### config.mk
export PLATFORM = sky130hd
export DESIGN_NAME = uart_serial_rx
export DESIGN_NICKNAME = d
export VERILOG_FILES = /design/src/rtl/uart_serial_rx_pkg.sv /design/src/rtl/uart_baud_tick.sv /design/src/rtl/uart_serial_rx.sv
export SDC_FILE = /design/constraint.sdc
export NUM_CORES = 1
export LEC_CHECK = 0
export BUFFER_PORTS_ARGS = -buffer_cell sky130_fd_sc_hd__buf_2
export CAP_MARGIN = 10
export CORE_MARGIN = 2
export CORE_UTILIZATION = 31
export DETAILED_ROUTE_END_ITERATION = 6
export PLACE_DENSITY = 0.48
export SLEW_MARGIN = 15
export SYNTH_ARGS = -nofsm -noshare
export SYNTH_HDL_FRONTEND = slang
export SYNTH_SLANG_ARGS = --single-unit
export TNS_END_PERCENT = 5
### constraint.sdc
create_clock -name clk -period 4.3 [get_ports clk]
set_clock_uncertainty 0.15 [all_clocks]
set_input_delay 1.29 -clock clk [delete_from_list [all_inputs] [get_ports clk]]
set_output_delay 1.29 -clock clk [all_outputs]
set_load 0.1 [all_outputs]
### src/rtl/uart_serial_rx_pkg.sv
// uart_serial_rx_pkg: shared UART receive/transmit types and helpers.
// Holds FSM encoding, frame width and the baud divider rounding rule.
package uart_serial_rx_pkg;

  localparam int DATA_BITS = 8;

  typedef enum logic [2:0] {
    ST_IDLE,
    ST_START,
    ST_DATA,
    ST_STOP,
    ST_BREAK
  } rx_state_e;

  // Rounded clocks per oversample tick; shared with the transmitter
  // so both ends derive the same divider from the same parameters.
  function automatic int calc_div(
    input int clk_freq,
    input int baud,
    input int os
  );
    longint num;
    longint den;
    den = longint'(baud) * longint'(os);
    num = longint'(clk_freq) + den / 2;
    return int'(num / den);
  endfunction

endpackage

### src/rtl/uart_baud_tick.sv
// uart_baud_tick: free-running oversample divider with sync clear.
// Ports: clk_i, rst_ni (async low), clr_i (restart phase), tick_o.
module uart_baud_tick #(
  parameter int DIV = 1
) (
  input  logic clk_i,
  input  logic rst_ni,
  input  logic clr_i,
  output logic tick_o
);

  localparam int CW = $clog2(DIV + 1);
  localparam logic [CW-1:0] LAST = CW'(DIV - 1);

  logic [CW-1:0] cnt_q;

  assign tick_o = (cnt_q == LAST);

  always_ff @(posedge clk_i or negedge rst_ni) begin
    if (!rst_ni) begin
      cnt_q <= '0;
    end else if (clr_i || tick_o) begin
      cnt_q <= '0;
    end else begin
      cnt_q <= cnt_q + CW'(1);
    end
  end

endmodule

### src/rtl/uart_serial_rx.sv
// uart_serial_rx: 8N1 oversampled UART receiver, majority-vote bits.
// Ports: clk, rst (async low), rxd, rx_ack in; data_out, flags out.
import uart_serial_rx_pkg::*;

module uart_serial_rx #(
  parameter int CLK_FREQ   = 50000000,
  parameter int BAUD       = 115200,
  parameter int OVERSAMPLE = 16
) (
  input  logic                 clk,
  input  logic                 rst,
  input  logic                 rxd,
  output logic [DATA_BITS-1:0] data_out,
  output logic                 data_ready,
  output logic                 rx_valid,
  input  logic                 rx_ack,
  output logic                 frame_err,
  output logic                 overrun,
  output logic                 busy
);

  localparam int DIV = calc_div(CLK_FREQ, BAUD, OVERSAMPLE);
  localparam int SW  = $clog2(OVERSAMPLE);

  localparam logic [SW-1:0] OFF_S0  = SW'(OVERSAMPLE / 2 - 1);
  localparam logic [SW-1:0] OFF_S1  = SW'(OVERSAMPLE / 2);
  localparam logic [SW-1:0] OFF_DEC = SW'(OVERSAMPLE / 2 + 1);
  localparam logic [SW-1:0] OFF_END = SW'(OVERSAMPLE - 1);
  localparam logic [3:0]    LAST_B  = 4'(DATA_BITS - 1);

  logic s1_q;
  logic s2_q;
  logic rxd_s;

  rx_state_e            state_q;
  logic [SW-1:0]        scnt_q;
  logic [3:0]           bcnt_q;
  logic [1:0]           smp_q;
  logic [DATA_BITS-1:0] shr_q;
  logic [DATA_BITS-1:0] data_q;
  logic                 rdy_q;
  logic                 vld_q;
  logic                 ferr_q;
  logic                 ovr_q;

  logic tick;
  logic start_go;
  logic sampling;
  logic maj;

  always_ff @(posedge clk or negedge rst) begin
    if (!rst) begin
      s1_q <= 1'b1;
      s2_q <= 1'b1;
    end else begin
      s1_q <= rxd;
      s2_q <= s1_q;
    end
  end

  assign rxd_s = s2_q;

  // Restart the tick phase on the detected start edge.
  assign start_go = (state_q == ST_IDLE) && !rxd_s;

  uart_baud_tick #(
    .DIV(DIV)
  ) u_tick (
    .clk_i (clk),
    .rst_ni(rst),
    .clr_i (start_go),
    .tick_o(tick)
  );

  assign sampling = (state_q == ST_START) ||
                    (state_q == ST_DATA)  ||
                    (state_q == ST_STOP);

  // Third vote is the live sample taken at the decision tick.
  assign maj = (smp_q[0] & smp_q[1]) |
               (smp_q[0] & rxd_s)    |
               (smp_q[1] & rxd_s);

  always_ff @(posedge clk or negedge rst) begin
    if (!rst) begin
      state_q <= ST_IDLE;
      scnt_q  <= '0;
      bcnt_q  <= '0;
      smp_q   <= '0;
      shr_q   <= '0;
      data_q  <= '0;
      rdy_q   <= 1'b0;
      vld_q   <= 1'b0;
      ferr_q  <= 1'b0;
      ovr_q   <= 1'b0;
    end else begin
      rdy_q  <= 1'b0;
      ferr_q <= 1'b0;

      if (rx_ack) begin
        vld_q <= 1'b0;
        ovr_q <= 1'b0;
      end

      if (tick && sampling) begin
        if (scnt_q == OFF_S0) smp_q[0] <= rxd_s;
        if (scnt_q == OFF_S1) smp_q[1] <= rxd_s;
        scnt_q <= (scnt_q == OFF_END) ? '0 : scnt_q + SW'(1);
      end

      unique case (state_q)
        ST_IDLE: begin
          scnt_q <= '0;
          bcnt_q <= '0;
          if (!rxd_s) state_q <= ST_START;
        end
        ST_START: begin
          if (tick) begin
            if (scnt_q == OFF_DEC && maj) begin
              state_q <= ST_IDLE;
            end else if (scnt_q == OFF_END) begin
              state_q <= ST_DATA;
            end
          end
        end
        ST_DATA: begin
          if (tick) begin
            if (scnt_q == OFF_DEC) begin
              shr_q <= {maj, shr_q[DATA_BITS-1:1]};
            end
            if (scnt_q == OFF_END) begin
              if (bcnt_q == LAST_B) state_q <= ST_STOP;
              else bcnt_q <= bcnt_q + 4'd1;
            end
          end
        end
        ST_STOP: begin
          if (tick && scnt_q == OFF_DEC) begin
            if (maj) begin
              data_q <= shr_q;
              rdy_q  <= 1'b1;
              vld_q  <= 1'b1;
              // A simultaneous ack consumes the old byte: no overrun.
              if (vld_q && !rx_ack) ovr_q <= 1'b1;
              // Leave half a bit early so a zero-gap frame is caught.
              state_q <= ST_IDLE;
            end else begin
              ferr_q  <= 1'b1;
              state_q <= ST_BREAK;
            end
          end
        end
        ST_BREAK: begin
          if (rxd_s) state_q <= ST_IDLE;
        end
        default: state_q <= ST_IDLE;
      endcase
    end
  end

  assign data_out   = data_q;
  assign data_ready = rdy_q;
  assign rx_valid   = vld_q;
  assign frame_err  = ferr_q;
  assign overrun    = ovr_q;
  assign busy       = (state_q != ST_IDLE);

endmodule

==> metrics.sh, run 1 <==
CP_DATA_ARRIVAL_TIME_NS=1.64
FILLCELLCOUNT=596
FINAL_NET_COUNT=185
TIMING.FINAL.HOLD_VIOLATIONS=0
SYNTHDISTINCTLIBCELLS=48
DETAIL-ROUTE-ANTENNA-NETS=0
START_POINT_OF_THE_WORST_HOLD_PATH='s1_q'
FLOW.AREA_GROWTH_FROM_SYNTHESIS_PCT=14.4
NUMBER_OF_GLOBAL_ROUTE_VIAS_BEFORE_REPAIR=1272
TIMING.REG2REG.SETUP_SLACK_NS=2.15
SYNTHESIS.YOSYS.WARNINGS=0
CTS.SINKS=40
NUMBER_OF_SETUP_BUFFERS_ADDED_AFTER_CTS=0
TOTALNEGATIVESETUPSLACK_NS=0
CRIT_PATH_TOP_DELAY_CELL='sky130_fd_sc_hd__dfrtp_1'
CRIT_PATH_MAX_FANOUT=12
MAX_SLEW_MARGIN=0.414
SYNTH_AREA_UM2=1870
YOSYSSEQAREASHARE=0.536
LAYOUT_MIN_CYCLE_TIME_NS=3.08
CTS-RESIZED-GATES=0
VIAS_PER_CELL=4.99
SYNTH.TOP_CELL.AREA_SHARE=0.508
R2R-START='u_tick.cnt_q[0]'
NUM_IO_PINS=17
DP_HPWL_UM=2570
FP.DIEAREA_UM2=6680
MAX_CLOCK_FREQ_MHz=324
DRC=0
TIMING.CRITICAL_PATH.TO_TYPE='primary output'
FRACTION_OF_FINAL_LAYOUT_CELLS_WITH_DRIVE_STRENGTH_GREATER_THAN_1=0.244
VIA_COUNT=1253
LEAKAGEPOWER_uW=0.00100
GRT_FIRST_PASS_WIRELENGTH_UM=5970
PLACEMENT.IO_BUFFERS=16
INSERTION_DELAY_NS=0.29
SETUP_WS_NS=1.22
GRT_SETUP_UNREPAIRED='no'
CTS-BUFFERS-INSERTED=5
INITIAL_STANDARD_CELL_UTILIZATION_OF_THE_CORE=0.318
PLACE_WORST_SETUP_SLACK_NS=1.54
REPORT.FINAL.SLEW_VIOL_COUNT=0
TOTALWIRELENGTH_UM=3530
SYNTH.NET_COUNT=166
ANTENNA_DIODE_COUNT=0
SYN_INST=156
DRV.MAX_CAP_VIOLATION_COUNT=0
CTS.PATH.MAX_BUFFERS=2
POSTSYNTH.TOPFLOPCELL='sky130_fd_sc_hd__dfrtp_1'
GRT.TOTAL_USAGE=0.119
WORSTREGTOREGCELLS=6
DIE_H_UM=81.7
H-TREE-DEPTH=2
WORST-ENDPOINT-REQUIRED_NS=2.86
RR_ENDPOINT='shr_q[0]'
YS_TOP_CELLS_BY_AREA='sky130_fd_sc_hd__dfrtp_1, sky130_fd_sc_hd__mux2_1, sky130_fd_sc_hd__mux2_2'
POST-ROUTE-PERIOD-UTIL=0.717
TIMING.CRITICAL_PATH.FROM_TYPE='register'
PLACEMENT_ROW_COUNT=28
CLOCK_TREE.ROOT_CELL='sky130_fd_sc_hd__clkbuf_8'
WORSTHOLDENDPOINT='rxd_s'
AVERAGE_WIRE_PER_STANDARD_CELL_UM=14.1
YOSYS_REGISTER_BITS=40
TRITONCTS='done'
WORSTHOLDPATHCELLS=0
DRT_ITER0_MARKERS=30
SYNTH_AREA_PER_CELL_UM2=12.0
TIGHTESTPINTRANSITION_NS=0.879
HOLD_CLASS='register to register'
CTSHOLDBUFFERS=0
P_PER_AREA_nW_PER_UM2=333
DR.PASS1.ITERS=4
CORE_AREA_UM2=5890
CLKTRANSATPATHREGS_NS=0.07
VDD_IR_DROP_MAX_uV=208
SETUP_VIOLATIONS=0
CRIT_TYPE='register to primary output'
CRITICAL_PATH.CELL_CHAIN='nor3_2 -> inv_1 -> buf_2'
FFS_W_ASYNC_S_R_SYNTH=1.00
WORST_PATH_LARGEST_CELL_DELAY_NS=0.51
NUMBER_OF_ANTENNA_VIOLATIONS_AT_THE_FIRST_CHECK_IN_GLOBAL_ROUTING=0
RUN_STATUS='complete, no violations'
ROUTABILITYCONGESTION=0.734
PIN_COUNT_OF_THE_BIGGEST_NET_ENTERING_GLOBAL_ROUTING=41
GRT_OVERFLOW=0
SYNTH_LARGEST_AREA_CELL='sky130_fd_sc_hd__dfrtp_1'
SYNTH_EDF_COUNT=0
CHIPWIDTH_UM=81.7
-- metal layers --
layer  vias up  GRT usage  share of wire
li1        592          -              -
met1       622      0.147           0.47
met2        27      0.201           0.47
met3        12     0.0330          0.036
met4         0     0.0400          0.024
met5         -          0              0
-- layout make-up --
| type | count | area (um2) | area share |
|---|---|---|---|
| repair buffers | 16 | 80.1 | 0.0374 |
| flip-flops and latches | 40 | 1000 | 0.469 |
| clock inverters | 2 | 38.8 | 0.0181 |
| multi-input cells | 105 | 816 | 0.381 |
| clock buffers | 6 | 82.6 | 0.0386 |
| inverters | 7 | 26.3 | 0.0123 |
| well taps | 75 | 93.8 | 0.0438 |
-- sequential cells by signal, summed over array words and instances (netlist names) --
| name | count |
|---|---|
| bcnt_q | 4 |
| data_out | 8 |
| data_ready | 1 |
| frame_err | 1 |
| overrun | 1 |
| rx_valid | 1 |
| rxd_s | 1 |
| s1_q | 1 |
| scnt_q | 4 |
| shr_q | 8 |
| smp_q | 2 |
| state_q | 3 |
| u_tick.cnt_q | 5 |
-- per-stage QoR --
step	hold WS, ns	area, um2	util	total power (uW)	std cells
3_5_place_dp	0.197	2020	0.343	396	243
6_report	0.215	2140	0.364	713	251
2_1_floorplan	0.195	1870	-	386	156
5_1_grt	0.222	2140	0.364	743	251
3_3_place_gp	0.201	2020	0.343	395	243
4_1_cts	0.216	2140	0.364	725	251
-- worst max path at each step --
| stage | endpoint | depth (start not counted) | slack (ns) | start |
|---|---|---|---|---|
| after floorplan | busy | 2 | 1.63 | state_q[2] |
| after global placement | busy | 3 | 1.56 | state_q[0] |
| final | busy | 3 | 1.22 | state_q[0] |
| after detailed placement | busy | 3 | 1.54 | state_q[0] |
| after global routing | busy | 3 | 1.08 | state_q[0] |
| after CTS | busy | 3 | 1.21 | state_q[0] |
-- cells by family (layout without fill, tap and decap cells) --
group	Yosys count	after routing	share of synthesized area
mux	18	18	0.110
xor+xnor	4	4	0.0187
flops	40	40	0.536
fa+ha+maj	7	7	0.0455
compound gates	24	24	0.0923
simple gates	52	52	0.169
buf+inv	11	31	0.0281
-- layout by cell type, fill, tap and decap left out, types with 2 or more instances in the layout --
cell type and instances:
sky130_fd_sc_hd__ha_1 6, sky130_fd_sc_hd__buf_2 16, sky130_fd_sc_hd__mux2_1 9, sky130_fd_sc_hd__nand4b_1 2, sky130_fd_sc_hd__nand2_1 7, sky130_fd_sc_hd__nor2_1 12
sky130_fd_sc_hd__and3_1 3, sky130_fd_sc_hd__nand2b_1 2, sky130_fd_sc_hd__dfrtp_1 38, sky130_fd_sc_hd__dfstp_2 2, sky130_fd_sc_hd__clkbuf_8 6, sky130_fd_sc_hd__and3b_1 2
sky130_fd_sc_hd__o21ai_0 8, sky130_fd_sc_hd__mux2_2 8, sky130_fd_sc_hd__xor2_1 3, sky130_fd_sc_hd__inv_1 7, sky130_fd_sc_hd__nand3_1 8, sky130_fd_sc_hd__a21oi_1 2
sky130_fd_sc_hd__or3b_1 2, sky130_fd_sc_hd__o21ai_1 2, sky130_fd_sc_hd__nand3b_1 2
-- worst max-delay path, delay by kind of cell, from the launching register on --
| kind | cells | cell delay [ns] |
|---|---|---|
| AND/OR/NAND/NOR | 1 | 0.44 |
| flip-flops | 1 | 0.51 |
| buffers and inverters | 2 | 0.41 |
-- power by group --
group / leakage (uW) / internal [uW] / switching (uW)
Clock: 0.0000614 / 190 / 135
Combinational: 0.000413 / 1.25 / 7.60
Sequential: 0.000527 / 378 / 0.988
Total: 0.00100 / 569 / 144
-- Yosys cell counts (3+ instances only) --
cell / instances
sky130_fd_sc_hd__mux2_2: 8
sky130_fd_sc_hd__ha_1: 6
sky130_fd_sc_hd__and3_1: 3
sky130_fd_sc_hd__nand3_1: 8
sky130_fd_sc_hd__xor2_1: 3
sky130_fd_sc_hd__buf_2: 3
sky130_fd_sc_hd__o21ai_0: 8
sky130_fd_sc_hd__dfrtp_1: 38
sky130_fd_sc_hd__inv_1: 7
sky130_fd_sc_hd__nor2_1: 12
sky130_fd_sc_hd__nand2_1: 7
sky130_fd_sc_hd__mux2_1: 9
Power figures use the tool's default switching activity.
==> run 2, diff against run 1 <==
--- a/config.mk
+++ b/config.mk
@@ -10,7 +10,7 @@
 export CORE_MARGIN = 2
 export CORE_UTILIZATION = 31
 export DETAILED_ROUTE_END_ITERATION = 6
-export PLACE_DENSITY = 0.48
+export PLACE_DENSITY = 0.5
 export SLEW_MARGIN = 15
 export SYNTH_ARGS = -nofsm -noshare
 export SYNTH_HDL_FRONTEND = slang
==> constraint.sdc (replaced) <==
create_clock -name clk -period 2.48 [get_ports clk]
set_clock_uncertainty 0.15 [all_clocks]
set_input_delay 0.744 -clock clk [delete_from_list [all_inputs] [get_ports clk]]
set_output_delay 0.744 -clock clk [all_outputs]
set_load 0.1 [all_outputs]
==> run 2 against run 1 <==
Against the previous run: core utilization is 0.38 points higher; non-clock buffer count is 2 higher; combinational power is 120% higher; wire length is 0.25% higher; sequential share of layout area is 0.49 points lower.
==> metrics.sh, run 2 (synthesis results as in run 1) <==
RUN_STATUS='complete, no violations'
SETUP_VIOLATIONS=0  # unchanged
VIA_COUNT=1224  # -2.3%
NUMBER_OF_SETUP_BUFFERS_ADDED_AFTER_CTS=0  # unchanged
AVERAGE_WIRE_PER_STANDARD_CELL_UM=14.0  # -0.54%
HOLD_CLASS='register to register'
FP.DIEAREA_UM2=6680  # unchanged
TRITONCTS='done'
CRIT_PATH_MAX_FANOUT=12  # unchanged
DIE_H_UM=81.7  # unchanged
DR.PASS1.ITERS=6  # +2
DETAIL-ROUTE-ANTENNA-NETS=0  # unchanged
ANTENNA_DIODE_COUNT=0  # unchanged
INSERTION_DELAY_NS=0.30  # about the same
ROUTABILITYCONGESTION=0.805  # +9.7%
LAYOUT.CELLS.MOST_COMMON='sky130_fd_sc_hd__dfrtp_1'
TIMING.CRITICAL_PATH.FROM_TYPE='register'
TIMING.REG2REG.SETUP_SLACK_NS=0.39  # -1.76 ns
CTS.SINKS=40  # unchanged
PIN_COUNT_OF_THE_BIGGEST_NET_ENTERING_GLOBAL_ROUTING=24  # -41%
NUMBER_OF_GLOBAL_ROUTE_VIAS_BEFORE_REPAIR=1249  # -1.8%
CP_DATA_ARRIVAL_TIME_NS=1.47  # -0.17 ns
GRT_OVERFLOW=0  # unchanged
FINAL_CELL_MIX='sky130_fd_sc_hd__dfrtp_1, sky130_fd_sc_hd__buf_2, sky130_fd_sc_hd__nor2_1'
WORST-ENDPOINT-REQUIRED_NS=1.59  # -1.27 ns
FRACTION_OF_FINAL_LAYOUT_CELLS_WITH_DRIVE_STRENGTH_GREATER_THAN_1=0.253  # +0.00849
GRT.TOTAL_USAGE=0.119  # +0.000445
H-TREE-DEPTH=2  # unchanged
GRT_FIRST_PASS_WIRELENGTH_UM=5990  # +0.35%
NUM_IO_PINS=17  # unchanged
CLOCK_TREE.ROOT_CELL='sky130_fd_sc_hd__clkbuf_8'
NUMBER_OF_ANTENNA_VIOLATIONS_AT_THE_FIRST_CHECK_IN_GLOBAL_ROUTING=0  # unchanged
FLOW.AREA_GROWTH_FROM_SYNTHESIS_PCT=15.6
FINAL_CELL_COUNT_NO_FILL=253  # +0.80%
POST-ROUTE-PERIOD-UTIL=0.955
TOTALWIRELENGTH_UM=3540  # +0.25%
TOTALNEGATIVESETUPSLACK_NS=0  # unchanged
DP_HPWL_UM=2620  # +2.1%
CHIPWIDTH_UM=81.7  # unchanged
DRT_ITER0_MARKERS=25  # -17%
FINAL_NET_COUNT=187  # +1.1%
CTSHOLDBUFFERS=0  # unchanged
GRT_SETUP_UNREPAIRED='no'
CELLS_AFTER_DPL=245  # +0.82%
VIAS_PER_CELL=4.84  # -3.1%
CTS-BUFFERS-INSERTED=5  # unchanged
SETUP_WS_NS=0.112  # -1.11 ns
MAX_CLOCK_FREQ_MHz=422
MAX_SLEW_MARGIN=0.633  # +0.219
DRV.MAX_CAP_VIOLATION_COUNT=0  # unchanged
CTS.PATH.MAX_BUFFERS=2  # unchanged
PLACEMENT_ROW_COUNT=28  # unchanged
PLACE_WORST_SETUP_SLACK_NS=0.392  # -1.15 ns
CTS-RESIZED-GATES=0  # unchanged
LEAKAGEPOWER_uW=0.00101  # +1.2%
PLACEMENT.IO_BUFFERS=16  # unchanged
TIMING.CRITICAL_PATH.TO_TYPE='primary output'
REPORT.FINAL.SLEW_VIOL_COUNT=0  # unchanged
CORE_AREA_UM2=5890  # unchanged
TIGHTESTPINTRANSITION_NS=0.545  # -0.334 ns
P_PER_AREA_nW_PER_UM2=566  # +70%
LAYOUT_MIN_CYCLE_TIME_NS=2.37
VDD_IR_DROP_MAX_uV=402  # +93%
FILLCELLCOUNT=600  # +0.67%
CLKTRANSATPATHREGS_NS=0.09  # +0.02 ns
INITIAL_STANDARD_CELL_UTILIZATION_OF_THE_CORE=0.318  # unchanged
TIMING.FINAL.HOLD_VIOLATIONS=0  # unchanged
CRIT_TYPE='register to primary output'
DRC=0  # unchanged
run 2: cell count changes in the layout (fill, tap and decap cells not counted), sizes merged:
cell and change:
clkbuf -1, buf +2, clkinv +1
run 2: power breakdown:
part	internal (uW)	leakage [uW]	switching, uW	total, uW
combinational	5.27	0.000427	14.1	19.4
sequential	655	0.000527	1.85	656
clock	303	0.0000583	246	550
run 2: final cells by class:
| cell class | instances | area (um2) | area share |
|---|---|---|---|
| sequential | 40 | 1000 | 0.464 |
| inverter | 7 | 26.3 | 0.0121 |
| clock inverter | 3 | 47.5 | 0.0220 |
| timing repair buffer | 18 | 108 | 0.0497 |
| clock buffer | 5 | 68.8 | 0.0318 |
| tap | 75 | 93.8 | 0.0434 |
| multi-input combinational | 105 | 816 | 0.377 |
run 2: per-stage QoR:
| stage | util | power [uW] | hold slack (ns) | area [um2] |
|---|---|---|---|---|
| 6_report | 0.368 | 1230 | 0.208 | 2160 |
| 5_1_grt | 0.368 | 1280 | 0.218 | 2160 |
| 4_1_cts | 0.368 | 1250 | 0.210 | 2160 |
| 3_5_place_dp | 0.348 | 690 | 0.197 | 2050 |
| 3_3_place_gp | 0.348 | 689 | 0.198 | 2050 |
| 2_1_floorplan | - | 669 | 0.195 | 1870 |
run 2: critical path: stages (launching register included):
cell and delay (ns):
sky130_fd_sc_hd__dfrtp_1 0.57, sky130_fd_sc_hd__nor3_2 0.09, sky130_fd_sc_hd__inv_1 0.08, sky130_fd_sc_hd__buf_2 0.42
run 2: final timing paths:
check                                      from     endpoint  cells past startpoint
max in group asynchronous                   rst        rxd_s                      2
worst max register to register  u_tick.cnt_q[0]     shr_q[6]                      6
min in group asynchronous                   rst  data_out[2]                      1
worst min-delay path                       s1_q        rxd_s                      0
worst max-delay path                 state_q[0]         busy                      3
worst min register to register             s1_q        rxd_s                      0
run 2: layer usage:
metal | track usage | vias to the layer above | wire, um
li1 | - | 597 | -
met5 | 0 | - | 0
met1 | 0.156 | 598 | 1740
met3 | 0.0308 | 6 | 124
met4 | 0.0517 | 0 | 55
met2 | 0.189 | 23 | 1620
==> run 3, diff against run 2 <==
--- a/config.mk
+++ b/config.mk
@@ -11,6 +11,7 @@
 export CORE_UTILIZATION = 31
 export DETAILED_ROUTE_END_ITERATION = 6
 export PLACE_DENSITY = 0.5
+export RECOVER_POWER = 50
 export SLEW_MARGIN = 15
 export SYNTH_ARGS = -nofsm -noshare
 export SYNTH_HDL_FRONTEND = slang
==> run 3 against run 2 <==
Against the previous run: wire length barely moved; first-iteration DRC count did not move; highest routed layer unchanged; non-clock buffer count did not move.
==> metrics.sh, run 3 (synthesis results as in run 1) <==
WORSTHOLDPATHCELLS=0  # unchanged
LAYOUT_MIN_CYCLE_TIME_NS=2.37  # +0.00000100 ns
HOLD_CLASS='register to register'
CLKTRANSATPATHREGS_NS=0.09  # about the same
PIN_COUNT_OF_THE_BIGGEST_NET_ENTERING_GLOBAL_ROUTING=24  # unchanged
LEAKAGEPOWER_uW=0.00101  # -0.79%
DRV.MAX_CAP_VIOLATION_COUNT=0  # unchanged
TIGHTESTPINTRANSITION_NS=1.04  # +0.492 ns
NUM_IO_PINS=17  # unchanged
P_PER_AREA_nW_PER_UM2=569  # +0.49%
TIMING.FINAL.HOLD_VIOLATIONS=0  # unchanged
CHIPWIDTH_UM=81.7  # unchanged
PLACEMENT.IO_BUFFERS=16  # unchanged
FRACTION_OF_FINAL_LAYOUT_CELLS_WITH_DRIVE_STRENGTH_GREATER_THAN_1=0.247  # -0.00562
CTS.SINKS=40  # unchanged
DR.PASS1.ITERS=6  # unchanged
ANTENNA_DIODE_COUNT=0  # unchanged
SETUP_WS_NS=0.112  # -0.00000100 ns
FLOW.AREA_GROWTH_FROM_SYNTHESIS_PCT=14.7
H-TREE-DEPTH=2  # unchanged
POST-ROUTE-PERIOD-UTIL=0.955  # about the same
NUMBER_OF_ANTENNA_VIOLATIONS_AT_THE_FIRST_CHECK_IN_GLOBAL_ROUTING=0  # unchanged
TIMING.CRITICAL_PATH.FROM_TYPE='register'
WORSTREGTOREGCELLS=6  # unchanged
MAX_SLEW_MARGIN=0.308  # -0.324
INITIAL_STANDARD_CELL_UTILIZATION_OF_THE_CORE=0.318  # unchanged
CRIT_PATH_MAX_FANOUT=12  # unchanged
DETAIL-ROUTE-ANTENNA-NETS=0  # unchanged
TOTALWIRELENGTH_UM=3540  # about the same
CTS.PATH.MAX_BUFFERS=2  # unchanged
CP_DATA_ARRIVAL_TIME_NS=1.47  # about the same
LAYOUT.CELLS.MOST_COMMON='sky130_fd_sc_hd__dfrtp_1'
TOTALNEGATIVESETUPSLACK_NS=0  # unchanged
MAX_CLOCK_FREQ_MHz=422  # unchanged
INSERTION_DELAY_NS=0.30  # about the same
VDD_IR_DROP_MAX_uV=402  # about the same
CLOCK_TREE.ROOT_CELL='sky130_fd_sc_hd__clkbuf_8'
CTSHOLDBUFFERS=0  # unchanged
CORE_AREA_UM2=5890  # unchanged
GRT_FIRST_PASS_WIRELENGTH_UM=5990  # unchanged
DRT_ITER0_MARKERS=25  # unchanged
NUMBER_OF_SETUP_BUFFERS_ADDED_AFTER_CTS=0  # unchanged
AVERAGE_WIRE_PER_STANDARD_CELL_UM=14.0  # about the same
WORST-ENDPOINT-REQUIRED_NS=1.59  # about the same
DRC=0  # unchanged
TRITONCTS='done'
TIMING.HOLD.WS_NS=0.208  # +0.00000600 ns
CTS-RESIZED-GATES=0  # unchanged
GRT_OVERFLOW=0  # unchanged
REPORT.FINAL.SLEW_VIOL_COUNT=0  # unchanged
RUN_STATUS='complete, no violations'
ROUTABILITYCONGESTION=0.805  # unchanged
SETUP_VIOLATIONS=0  # unchanged
DP_HPWL_UM=2620  # unchanged
FINAL_NET_COUNT=187  # unchanged
TOTAL_POWER_uW=1220  # -0.26%
FINAL_CORE_UTIL=0.365  # -0.00276
VIA_COUNT=1223  # -0.082%
CRIT_TYPE='register to primary output'
FP.DIEAREA_UM2=6680  # unchanged
NUMBER_OF_GLOBAL_ROUTE_VIAS_BEFORE_REPAIR=1249  # unchanged
TIMING.CRITICAL_PATH.TO_TYPE='primary output'
CTS-BUFFERS-INSERTED=5  # unchanged
VIAS_PER_CELL=4.83  # about the same
PLACEMENT_ROW_COUNT=28  # unchanged
FINAL_CELL_MIX='sky130_fd_sc_hd__dfrtp_1, sky130_fd_sc_hd__buf_2, sky130_fd_sc_hd__nor2_1'
GRT.TOTAL_USAGE=0.119  # unchanged
GRT_SETUP_UNREPAIRED='no'
DIE_H_UM=81.7  # unchanged
PLACE_WORST_SETUP_SLACK_NS=0.392  # unchanged
run 3: layout make-up:
class | instances | area (um2)
clock buffer | 5 | 68.8
clock inverter | 3 | 47.5
fill | 601 | 3740
inverter | 7 | 26.3
multi-input combinational | 105 | 816
sequential | 40 | 1000
tap | 75 | 93.8
timing repair buffer | 18 | 91.3
run 3: layer usage:
metal / track usage / wire, um / vias to the layer above
met1: 0.156 / 1750 / 598
met4: 0.0517 / 55 / 0
met2: 0.189 / 1620 / 23
li1: - / - / 596
met5: 0 / 0 / -
met3: 0.0308 / 123 / 6
run 3: final timing paths:
kind	slack, ns	to	startpoint
min	0.21	rxd_s	s1_q
min reg2reg	0.21	rxd_s	s1_q
min in group asynchronous	0.45	data_out[2]	rst
max	0.11	busy	state_q[0]
max in group asynchronous	0.61	rxd_s	rst
max reg2reg	0.39	shr_q[6]	u_tick.cnt_q[0]
run 3: where the power goes:
| group | switching, uW | leakage (uW) | internal (uW) |
|---|---|---|---|
| Clock | 247 | 0.0000583 | 303 |
| Combinational | 13.7 | 0.000419 | 2.41 |
| Sequential | 1.85 | 0.000527 | 655 |
| Total | 262 | 0.00101 | 960 |
run 3: critical path, cell delays in order (launching register included):
cell and delay (ns):
sky130_fd_sc_hd__dfrtp_1 0.57, sky130_fd_sc_hd__nor3_2 0.09, sky130_fd_sc_hd__inv_1 0.08, sky130_fd_sc_hd__buf_2 0.42
run 3: per-stage QoR:
stage,cell area [um2],instances
after global placement,2050,245
after floorplan,1870,156
after detailed placement,2050,245
final,2150,253
after CTS,2160,253
after global routing,2150,253
